<file path="src/rtl/imm_pkg.sv">
// Shared types for the immediate generator queue: format enum, RV opcodes and the
// stored queue entry (sized for the widest XLEN; narrower builds trim the upper bits).
package imm_pkg;

    typedef enum logic [2:0] {
        IMM_I     = 3'd0,
        IMM_S     = 3'd1,
        IMM_B     = 3'd2,
        IMM_J     = 3'd3,
        IMM_U     = 3'd4,
        IMM_Z     = 3'd5,
        IMM_SHAMT = 3'd6,
        IMM_NONE  = 3'd7
    } imm_src_t;

    localparam logic [6:0] OP_LOAD   = 7'b0000011;
    localparam logic [6:0] OP_IMM    = 7'b0010011;
    localparam logic [6:0] OP_JALR   = 7'b1100111;
    localparam logic [6:0] OP_STORE  = 7'b0100011;
    localparam logic [6:0] OP_BRANCH = 7'b1100011;
    localparam logic [6:0] OP_JAL    = 7'b1101111;
    localparam logic [6:0] OP_LUI    = 7'b0110111;
    localparam logic [6:0] OP_AUIPC  = 7'b0010111;
    localparam logic [6:0] OP_SYSTEM = 7'b1110011;

    localparam int unsigned XLEN_MAX = 64;

    typedef struct packed {
        logic [31:0]          instr;
        imm_src_t             src;
        logic [XLEN_MAX-1:0]  imm;
        logic [XLEN_MAX-1:0]  target;
    } imm_entry_t;

endpackage

</file>
<file path="src/rtl/imm_decode.sv">
// Combinational RV immediate decode: picks the format from the opcode, extends the
// immediate to XLEN and forms the PC-relative target for B, J and AUIPC.
module imm_decode
    import imm_pkg::*;
#(
    parameter int XLEN = 32
) (
    input  logic [31:0]     instr_i,
    input  logic [XLEN-1:0] pc_i,
    output imm_src_t        src_o,
    output logic [XLEN-1:0] imm_o,
    output logic [XLEN-1:0] target_o
);

    logic [2:0]         funct3;
    logic signed [11:0] i_imm;
    logic signed [11:0] s_imm;
    logic signed [12:0] b_imm;
    logic signed [20:0] j_imm;
    logic signed [31:0] u_imm;
    logic [5:0]         shamt;
    logic               is_rel;

    assign funct3 = instr_i[14:12];
    assign i_imm  = instr_i[31:20];
    assign s_imm  = {instr_i[31:25], instr_i[11:7]};
    assign b_imm  = {instr_i[31], instr_i[7], instr_i[30:25], instr_i[11:8], 1'b0};
    assign j_imm  = {instr_i[31], instr_i[19:12], instr_i[20], instr_i[30:21], 1'b0};
    assign u_imm  = {instr_i[31:12], 12'b0};
    // RV32 shifts only use 5 bits; bit 25 belongs to funct7 there.
    assign shamt  = (XLEN == 64) ? instr_i[25:20] : {1'b0, instr_i[24:20]};

    always_comb begin
        src_o = IMM_NONE;
        case (instr_i[6:0])
            OP_LOAD, OP_JALR: src_o = IMM_I;
            OP_IMM: begin
                if (funct3 == 3'b001 || funct3 == 3'b101) src_o = IMM_SHAMT;
                else                                       src_o = IMM_I;
            end
            OP_STORE:        src_o = IMM_S;
            OP_BRANCH:       src_o = IMM_B;
            OP_JAL:          src_o = IMM_J;
            OP_LUI, OP_AUIPC: src_o = IMM_U;
            OP_SYSTEM: begin
                if (funct3[2]) src_o = IMM_Z;
            end
            default: ;
        endcase
    end

    always_comb begin
        imm_o = '0;
        case (src_o)
            IMM_I:     imm_o = XLEN'(i_imm);
            IMM_S:     imm_o = XLEN'(s_imm);
            IMM_B:     imm_o = XLEN'(b_imm);
            IMM_J:     imm_o = XLEN'(j_imm);
            IMM_U:     imm_o = XLEN'(u_imm);
            IMM_Z:     imm_o = XLEN'(instr_i[19:15]);
            IMM_SHAMT: imm_o = XLEN'(shamt);
            default:   imm_o = '0;
        endcase
    end

    assign is_rel   = (src_o == IMM_B) || (src_o == IMM_J) || (instr_i[6:0] == OP_AUIPC);
    assign target_o = is_rel ? (pc_i + imm_o) : '0;

endmodule

</file>
<file path="src/rtl/imm_gen_queue.sv">
// Immediate generator feeding a DEPTH-entry decode FIFO between fetch and execute.
// Outputs come only from registered storage; empty queue drives zeros and NONE.
module imm_gen_queue
    import imm_pkg::*;
#(
    parameter int XLEN  = 32,
    parameter int DEPTH = 4
) (
    input  logic                     clk,
    input  logic                     rst,
    input  logic                     flush,
    input  logic                     in_valid,
    output logic                     in_ready,
    input  logic [31:0]              in_instr,
    input  logic [XLEN-1:0]          in_pc,
    output logic                     out_valid,
    input  logic                     out_ready,
    output logic [31:0]              out_instr,
    output imm_src_t                 out_src,
    output logic [XLEN-1:0]          out_imm,
    output logic [XLEN-1:0]          out_target,
    output logic [$clog2(DEPTH):0]   count
);

    localparam int PW = $clog2(DEPTH);
    localparam int CW = PW + 1;

    imm_src_t        dec_src;
    logic [XLEN-1:0] dec_imm;
    logic [XLEN-1:0] dec_target;
    imm_entry_t      wr_entry;
    imm_entry_t      head;
    imm_entry_t      mem_q [DEPTH];

    logic [PW-1:0] wr_ptr_q, wr_ptr_d;
    logic [PW-1:0] rd_ptr_q, rd_ptr_d;
    logic [CW-1:0] count_q, count_d;
    logic          push, pop;

    imm_decode #(.XLEN(XLEN)) u_decode (
        .instr_i  (in_instr),
        .pc_i     (in_pc),
        .src_o    (dec_src),
        .imm_o    (dec_imm),
        .target_o (dec_target)
    );

    // Full check uses registered count only: no pop pass-through into a full queue.
    assign in_ready  = !rst && (count_q != CW'(DEPTH));
    assign out_valid = (count_q != '0);
    assign push      = in_valid && in_ready;
    assign pop       = out_valid && out_ready;

    always_comb begin
        wr_entry.instr  = in_instr;
        wr_entry.src    = dec_src;
        wr_entry.imm    = XLEN_MAX'(dec_imm);
        wr_entry.target = XLEN_MAX'(dec_target);
    end

    always_comb begin
        wr_ptr_d = wr_ptr_q;
        rd_ptr_d = rd_ptr_q;
        count_d  = count_q;
        if (flush) begin
            wr_ptr_d = '0;
            rd_ptr_d = '0;
            count_d  = '0;
        end else begin
            if (push) wr_ptr_d = wr_ptr_q + 1'b1;
            if (pop)  rd_ptr_d = rd_ptr_q + 1'b1;
            count_d = count_q + CW'(push) - CW'(pop);
        end
    end

    always_ff @(posedge clk) begin
        if (rst) begin
            wr_ptr_q <= '0;
            rd_ptr_q <= '0;
            count_q  <= '0;
        end else begin
            wr_ptr_q <= wr_ptr_d;
            rd_ptr_q <= rd_ptr_d;
            count_q  <= count_d;
        end
    end

    always_ff @(posedge clk) begin
        if (push && !flush) mem_q[wr_ptr_q] <= wr_entry;
    end

    assign head       = mem_q[rd_ptr_q];
    assign out_instr  = out_valid ? head.instr : '0;
    assign out_src    = out_valid ? head.src : IMM_NONE;
    assign out_imm    = out_valid ? XLEN'(head.imm) : '0;
    assign out_target = out_valid ? XLEN'(head.target) : '0;
    assign count      = count_q;

endmodule

</file>
<file path="config.mk">
export PLATFORM = sky130hd
export DESIGN_NAME = imm_gen_queue
export DESIGN_NICKNAME = d
export VERILOG_FILES = /design/src/rtl/imm_pkg.sv /design/src/rtl/imm_decode.sv /design/src/rtl/imm_gen_queue.sv
export SDC_FILE = /design/constraint.sdc
export NUM_CORES = 1
export LEC_CHECK = 0
export BUFFER_PORTS_ARGS = -buffer_cell sky130_fd_sc_hd__buf_2
export CAP_MARGIN = 10
export CORE_UTILIZATION = 45
export DETAILED_ROUTE_END_ITERATION = 8
export PLACE_DENSITY = 0.71
export SLEW_MARGIN = 20
export SYNTH_ARGS = -nofsm -noshare
export SYNTH_HDL_FRONTEND = slang
export SYNTH_HIERARCHICAL = 1
export SYNTH_SLANG_ARGS = --single-unit
</file>
<file path="constraint.sdc">
create_clock -name clk -period 11.6 [get_ports clk]
set_clock_uncertainty 0.2 [all_clocks]
set_input_delay 0 -clock clk [delete_from_list [all_inputs] [get_ports clk]]
set_output_delay 0 -clock clk [all_outputs]
set_load 0.02 [all_outputs]
</file>
# Word level (Yosys, flattened, before mapping)
# Memory sizes are Yosys's and may differ from the RTL's. A register that Yosys moved wholly into a read port is not among the register bits.
# Index checks and enable logic that the tools add are counted.
[totals]
reg_bits = 7
latchBits = 0
ram_bits = 396
rom_bits = 0
in_bits = 69
output_inout_bits = 104
word_cells = 54
memories = 1
[memory_table]
columns = ["memory", "depth", "word_bits", "rd", "rd_clocked_by_memory_dff", "write_ports", "line_no", "text"]
rows = [
  ["mem_q", 4, 99, 1, 1, 1, "imm_gen_queue.sv:33", "imm_entry_t mem_q [DEPTH];"],
]
[op_classes]
add_sub_neg = 5
mul = 0
n_div = 0
order_cmp = 0
n_eq_ne = 18
n_shift = 0
mux = 13
bitwise = 0
reduce_logical = 14
[op_table]
columns = ["cell", "count"]
rows = [
  ["one-hot mux 32 bit (7 select lines)", 1],
  ["two-way mux 32 bit", 4],
  ["adder 32 bit", 1],
  ["equality test 7 bit, second input constant", 4],
  ["one-hot mux 3 bit (7 select lines)", 1],
  ["equality test 7 x 5 -> 1 bit, second input constant", 2],
  ["equality test 7 x 6 -> 1 bit, second input constant", 2],
  ["equality test 3 bit, second input constant", 4],
  ["equality test 7 x 2 -> 1 bit, second input constant", 1],
  ["equality test 3 x 1 -> 1 bit, second input constant", 2],
  ["equality test 3 x 2 -> 1 bit, second input constant", 2],
  ["two-way mux 2 bit", 3],
  ["two-way mux 3 bit", 2],
  ["OR reduction 2 bit", 3],
  ["adder 2 x 1 -> 2 bit, second input constant", 2],
  ["logical AND 1 bit", 4],
  ["adder 3 x 1 -> 3 bit", 1],
  ["logical NOT 3 bit", 1],
  ["logical OR 1 bit", 3],
  ["inequality test 3 bit, second input constant", 1],
  ["nonzero test 3 bit", 1],
  ["subtractor 3 x 1 -> 3 bit", 1],
  ["logical NOT 1 bit", 2],
  ["two-way mux 1 bit", 2],
]

# Longest topological paths before layout
[depth]
ltp_word = 8
depth_mapped = 18
ltp_nobuf = 16

# Cells and area by module
# The synthesis kept the hierarchy.
[modules_own_cells]
columns = ["module", "instances", "cells_each", "area_per_inst_um2", "seq_area_each_um2"]
rows = [
  ["imm_gen_queue", 1, 675, 15384.8, 12071.6],
  ["imm_decode", 1, 386, 2603.7, 0.0],
]

# Worst setup path after synthesis
# Ideal clock, no wire load.
[synth_timing]
path_kind = "reg-to-reg"
startpoint = "register count_q[1], in the netlist count[1]"
endpoint = "memory mem_q[0][0] in the netlist's numbering (enable)"
setup_ns = 0.699
arrival_time_ns = 8.147
required_time_ns = 10.701
slack_ns = 2.555
stages_incl_launch_ff = 4
path_buffers = 0
synth_period_minus_slack_ns = 9.045
cell_sequence = "dfxtp_1 -> or3b_2 -> nand3b_2 -> nor3b_1"
[synth_between]
elab_chain_len = 6
[synth_lines]
columns = ["element", "line_no", "text"]
rows = [
  ["start, declared", "imm_gen_queue.sv:37", "logic [CW-1:0] count_q, count_d;"],
  ["start signal, assigned", "imm_gen_queue.sv:84", "count_q <= count_d;"],
  ["inequality test 3 bit", "imm_gen_queue.sv:49", "assign in_ready = !rst && (count_q != CW'(DEPTH));"],
  ["logical AND 1 bit", "imm_gen_queue.sv:49", ""],
  ["logical AND 1 bit", "imm_gen_queue.sv:51", "assign push = in_valid && in_ready;"],
  ["logical AND 1 bit", "imm_gen_queue.sv:89", "if (push && !flush) mem_q[wr_ptr_q] <= wr_entry;"],
  ["two-way mux 1 bit", "imm_gen_queue.sv:89", ""],
  ["two-way mux 1 bit (implied by the code)", "imm_gen_queue.sv:89", ""],
  ["end, declared", "imm_gen_queue.sv:33", ""],
]
# No other way between the ends.

# Final worst setup path
[layout_timing]
startpoint = "input in_instr[4]"
endpoint = "memory mem_q[0][31] in the netlist's numbering (data pin)"
[layout_between]
elab_chain_len = 7
word_cells_on_any_way = 24
cone_classes = "1 x add/sub; 15 x eq/ne; 3 x mux; 5 x reduce/logical"
[layout_lines]
columns = ["element", "line_no", "text"]
rows = [
  ["start, declared", "imm_gen_queue.sv:14", "input logic [31:0] in_instr,"],
  ["equality test 7 x 6 -> 1 bit (tied with other cells)", "imm_decode.sv:35", "case (instr_i[6:0])"],
  ["OR reduction 2 bit", "imm_decode.sv:35", ""],
  ["one-hot mux 3 bit (7 select lines) *", "imm_decode.sv:35", ""],
  ["equality test 3 bit (tied with other cells)", "imm_decode.sv:54", "case (src_o)"],
  ["one-hot mux 32 bit (7 select lines) *", "imm_decode.sv:54", ""],
  ["named net dec_imm[1]", "imm_gen_queue.sv:29", "logic [XLEN-1:0] dec_imm;"],
  ["adder 32 bit *", "imm_decode.sv:67", "assign target_o = is_rel ? (pc_i + imm_o) : '0;"],
  ["two-way mux 32 bit *", "imm_decode.sv:67", ""],
  ["named net dec_target[31]", "imm_gen_queue.sv:30", "logic [XLEN-1:0] dec_target;"],
]
# The timed path passes the listed nets; every way through them passes the cells marked *.

==> out/qor.txt <==
Post-DP HPWL: 27,300 um
Row cnt: 72
Post-Syn Area: 17,990 um^2
Sw frac: 0.2151
Setup TNS: 0 ps
Yosys cell types: 72
H-tree depth: 2
Drt first pass iters: 5
Initial DRC count: 753
Tot Pwr: 3.198 mW
Depth of the worst register-to-register path: 5
Final core occ: 0.5446
Number of diodes: 0
Psw: 0.6879 mW
Synth area leader: edfxtp_1
Worst r2r dst: mem_q[2][29]$_DFFE_PP_
Internal Power: 2.510 mW
Global-route wire length before repair: 63,200 um
Hold-fix buffers, CTS: 48
Starting Density: 0.4612
Antenna violations before repair: 0
# clock sinks: 405
Period minus WS final: 5185 ps
Critical R2R Launch: count[1]$_SDFF_PP0_
Hold Crit Class: input pin to flop
Slew HR: 0.3688
Clock root cell: clkbuf_16
Post-Route WL: 41,560 um
Finished Cell Area: 21,240 um^2
Final hold violation count: 0
GRT overflow: 0
Max-slew violations: 0
Combinational share of power: 0.073
Placer Congestion: 0.8830
Startpoint Class: input pin
CTS Buf Count: 42
Post-synth top area share: 0.6611
Die area: 40,780 um^2
Synth async-reset ratio: 0
Post-synth EDFFs: 396
Syn avg cell area: 16.95 um^2
Outcome: finished clean
Reg power frac: 0.505
Placed Area: 19,370 um^2
CP required: 11,660 ps
I/O pin count: 173
Synthesized instance count: 1,061
Fill cells: 3,061
Vias per cell: 5.648
Synthesis Warnings: 6
Reg clk slew, reported paths: 60 ps
Commonest non-fill, non-tap cell in the layout: edfxtp_1
Setup Fix Bufs, Post-CTS: 0
Final setup viols: 0
Count of state elements after synthesis: 405
Sequential fraction of the synthesis area: 0.6711
Die boundary height: 201.9 um
Fin nets: 1,397
CTS max path bufs: 3
Final Cycle Share: 0.4469
Via count: 10,390
CP Max Fanout: 14
RSZ-0062 raised after global routing: no
Fmax: 192.9 MHz
DRC Markers: 0
Layout cells sized above 1: 0.2814
Slew @ Worst Pin: 938.1 ps
Worst Hold Endpoint: mem_q[3][11]$_DFFE_PP_
Area Growth Syn to Fin: 18.08%
CTS tree: done
WP data arrival: 5250 ps
Worst hold path depth: 4
Routed Antenna Nets: 0
Die Wd: 201.9 um
Vias in the first global route: 10,360
Pwr dens: 150.5 nW/um^2
Max VDD drop: 0.00009961 V
Clk_lat worst skew: 540 ps
Synth area leaders: edfxtp_1, mux4_2, and2_1
Top FF cell, synth: edfxtp_1
CP Capture Type: flop
Worst Min Path Start: in_pc[11]
CP Class: input pin to flop
Largest net degree at the start of global routing: 99
Reg2reg setup slack: 8480 ps
Core footprint: 39,010 um^2
I/O Buffers: 172
Total GRT Usage: 0.2063
Clk pwr share: 0.422
Routed wire per std cell: 22.59 um
Max_cap viols: 0
Mapped Nets: 1,169
Most frequent cells in the layout: edfxtp_1, buf_2, and2_1, mux4_2, dlygate4sd3_1
Cts repair resizes: 0
Static leakage: 8.125 nW
layer usage:
metal / part of all wire / global-route usage / vias up
li1: - / - / 4667
met1: 0.43 / 0.2987 / 5292
met2: 0.47 / 0.3239 / 369
met3: 0.065 / 0.02951 / 64
met4: 0.028 / 0.06494 / 0
met5: 0 / 0 / -
how the worst max path moves through the flow:
stage,from,endpoint,depth (start not counted)
after floorplan,count[1]$_SDFF_PP0_,mem_q[0][0]$_DFFE_PP_,3
after global placement,in_instr[4],mem_q[0][30]$_DFFE_PP_,16
after detailed placement,in_instr[4],mem_q[1][30]$_DFFE_PP_,16
after CTS,in_instr[4],mem_q[0][31]$_DFFE_PP_,17
after global routing,in_instr[4],mem_q[3][31]$_DFFE_PP_,17
final,in_instr[4],mem_q[0][31]$_DFFE_PP_,17
synth_stat cells, types with 13 or more instances:
master	n
a21o_1	44
a21oi_1	39
and2_1	110
buf_2	13
clkbuf_1	28
edfxtp_1	396
ha_1	37
inv_1	16
mux4_2	99
nand2_1	36
nor2_1	42
o21ai_0	23
xnor2_1	14
stage by stage:
stage               setup WS (ps)  std cells  hold WS (ps)
finish                       6415       1840         21.33
detailed placement           6669       1715         34.60
global placement             6881       1715         33.31
CTS                          6513       1840         13.95
global route                 6123       1840         45.79
floorplan                    2555       1061        -128.9
power by group through the flow:
stage | sequential [mW] | combinational [mW] | clock (mW)
final | 1.61 | 0.234 | 1.35
after global routing | 1.61 | 0.254 | 1.43
after CTS | 1.61 | 0.236 | 1.37
after detailed placement | 1.64 | 0.223 | 0
after global placement | 1.64 | 0.221 | 0
after floorplan | 1.65 | 0.142 | 0
layout make-up:
| type | count | area [um^2] | share of cell area |
|---|---|---|---|
| Clock buffer | 48 | 1095 | 0.05154 |
| Clock inverter | 29 | 300.3 | 0.01414 |
| Inverter | 16 | 60.06 | 0.002827 |
| Multi-Input combinational cell | 591 | 5620 | 0.2646 |
| Sequential cell | 405 | 12080 | 0.5687 |
| Tap cell | 518 | 648.1 | 0.03051 |
| Timing Repair Buffer | 233 | 1439 | 0.06774 |
registers in the layout (all words and copies together), names as in the netlist, named ones only:
name      count
rd_ptr_q      2
wr_ptr_q      2
mem_q       396
count         3
critical path: stages:
cell and delay [ps]:
dlygate4sd3_1 530, buf_2 240, or3b_4 430, nor2_1 700
nor2_4 160, nand2_2 150, o21ai_1 140, a21o_1 320
ha_1 330, a211oi_1 390, o21ai_0 180, o2111ai_1 200
a21oi_1 230, o2111ai_1 340, a21oi_1 120, a31o_1 190
dlygate4sd3_1 600
cell families after synthesis:
group                    Yosys count  share of synthesized area
AO/OA/AOI/OAI                    168                    0.06531
multiplexers                     103                     0.1262
AND/OR/NAND/NOR                  255                    0.07902
XOR/XNOR                          26                    0.01266
buffers and inverters             65                    0.01781
adder cells (fa/ha/maj)           39                    0.02796
flip-flops                       405                     0.6711
No activity file was read; power rests on OpenSTA's default activity.
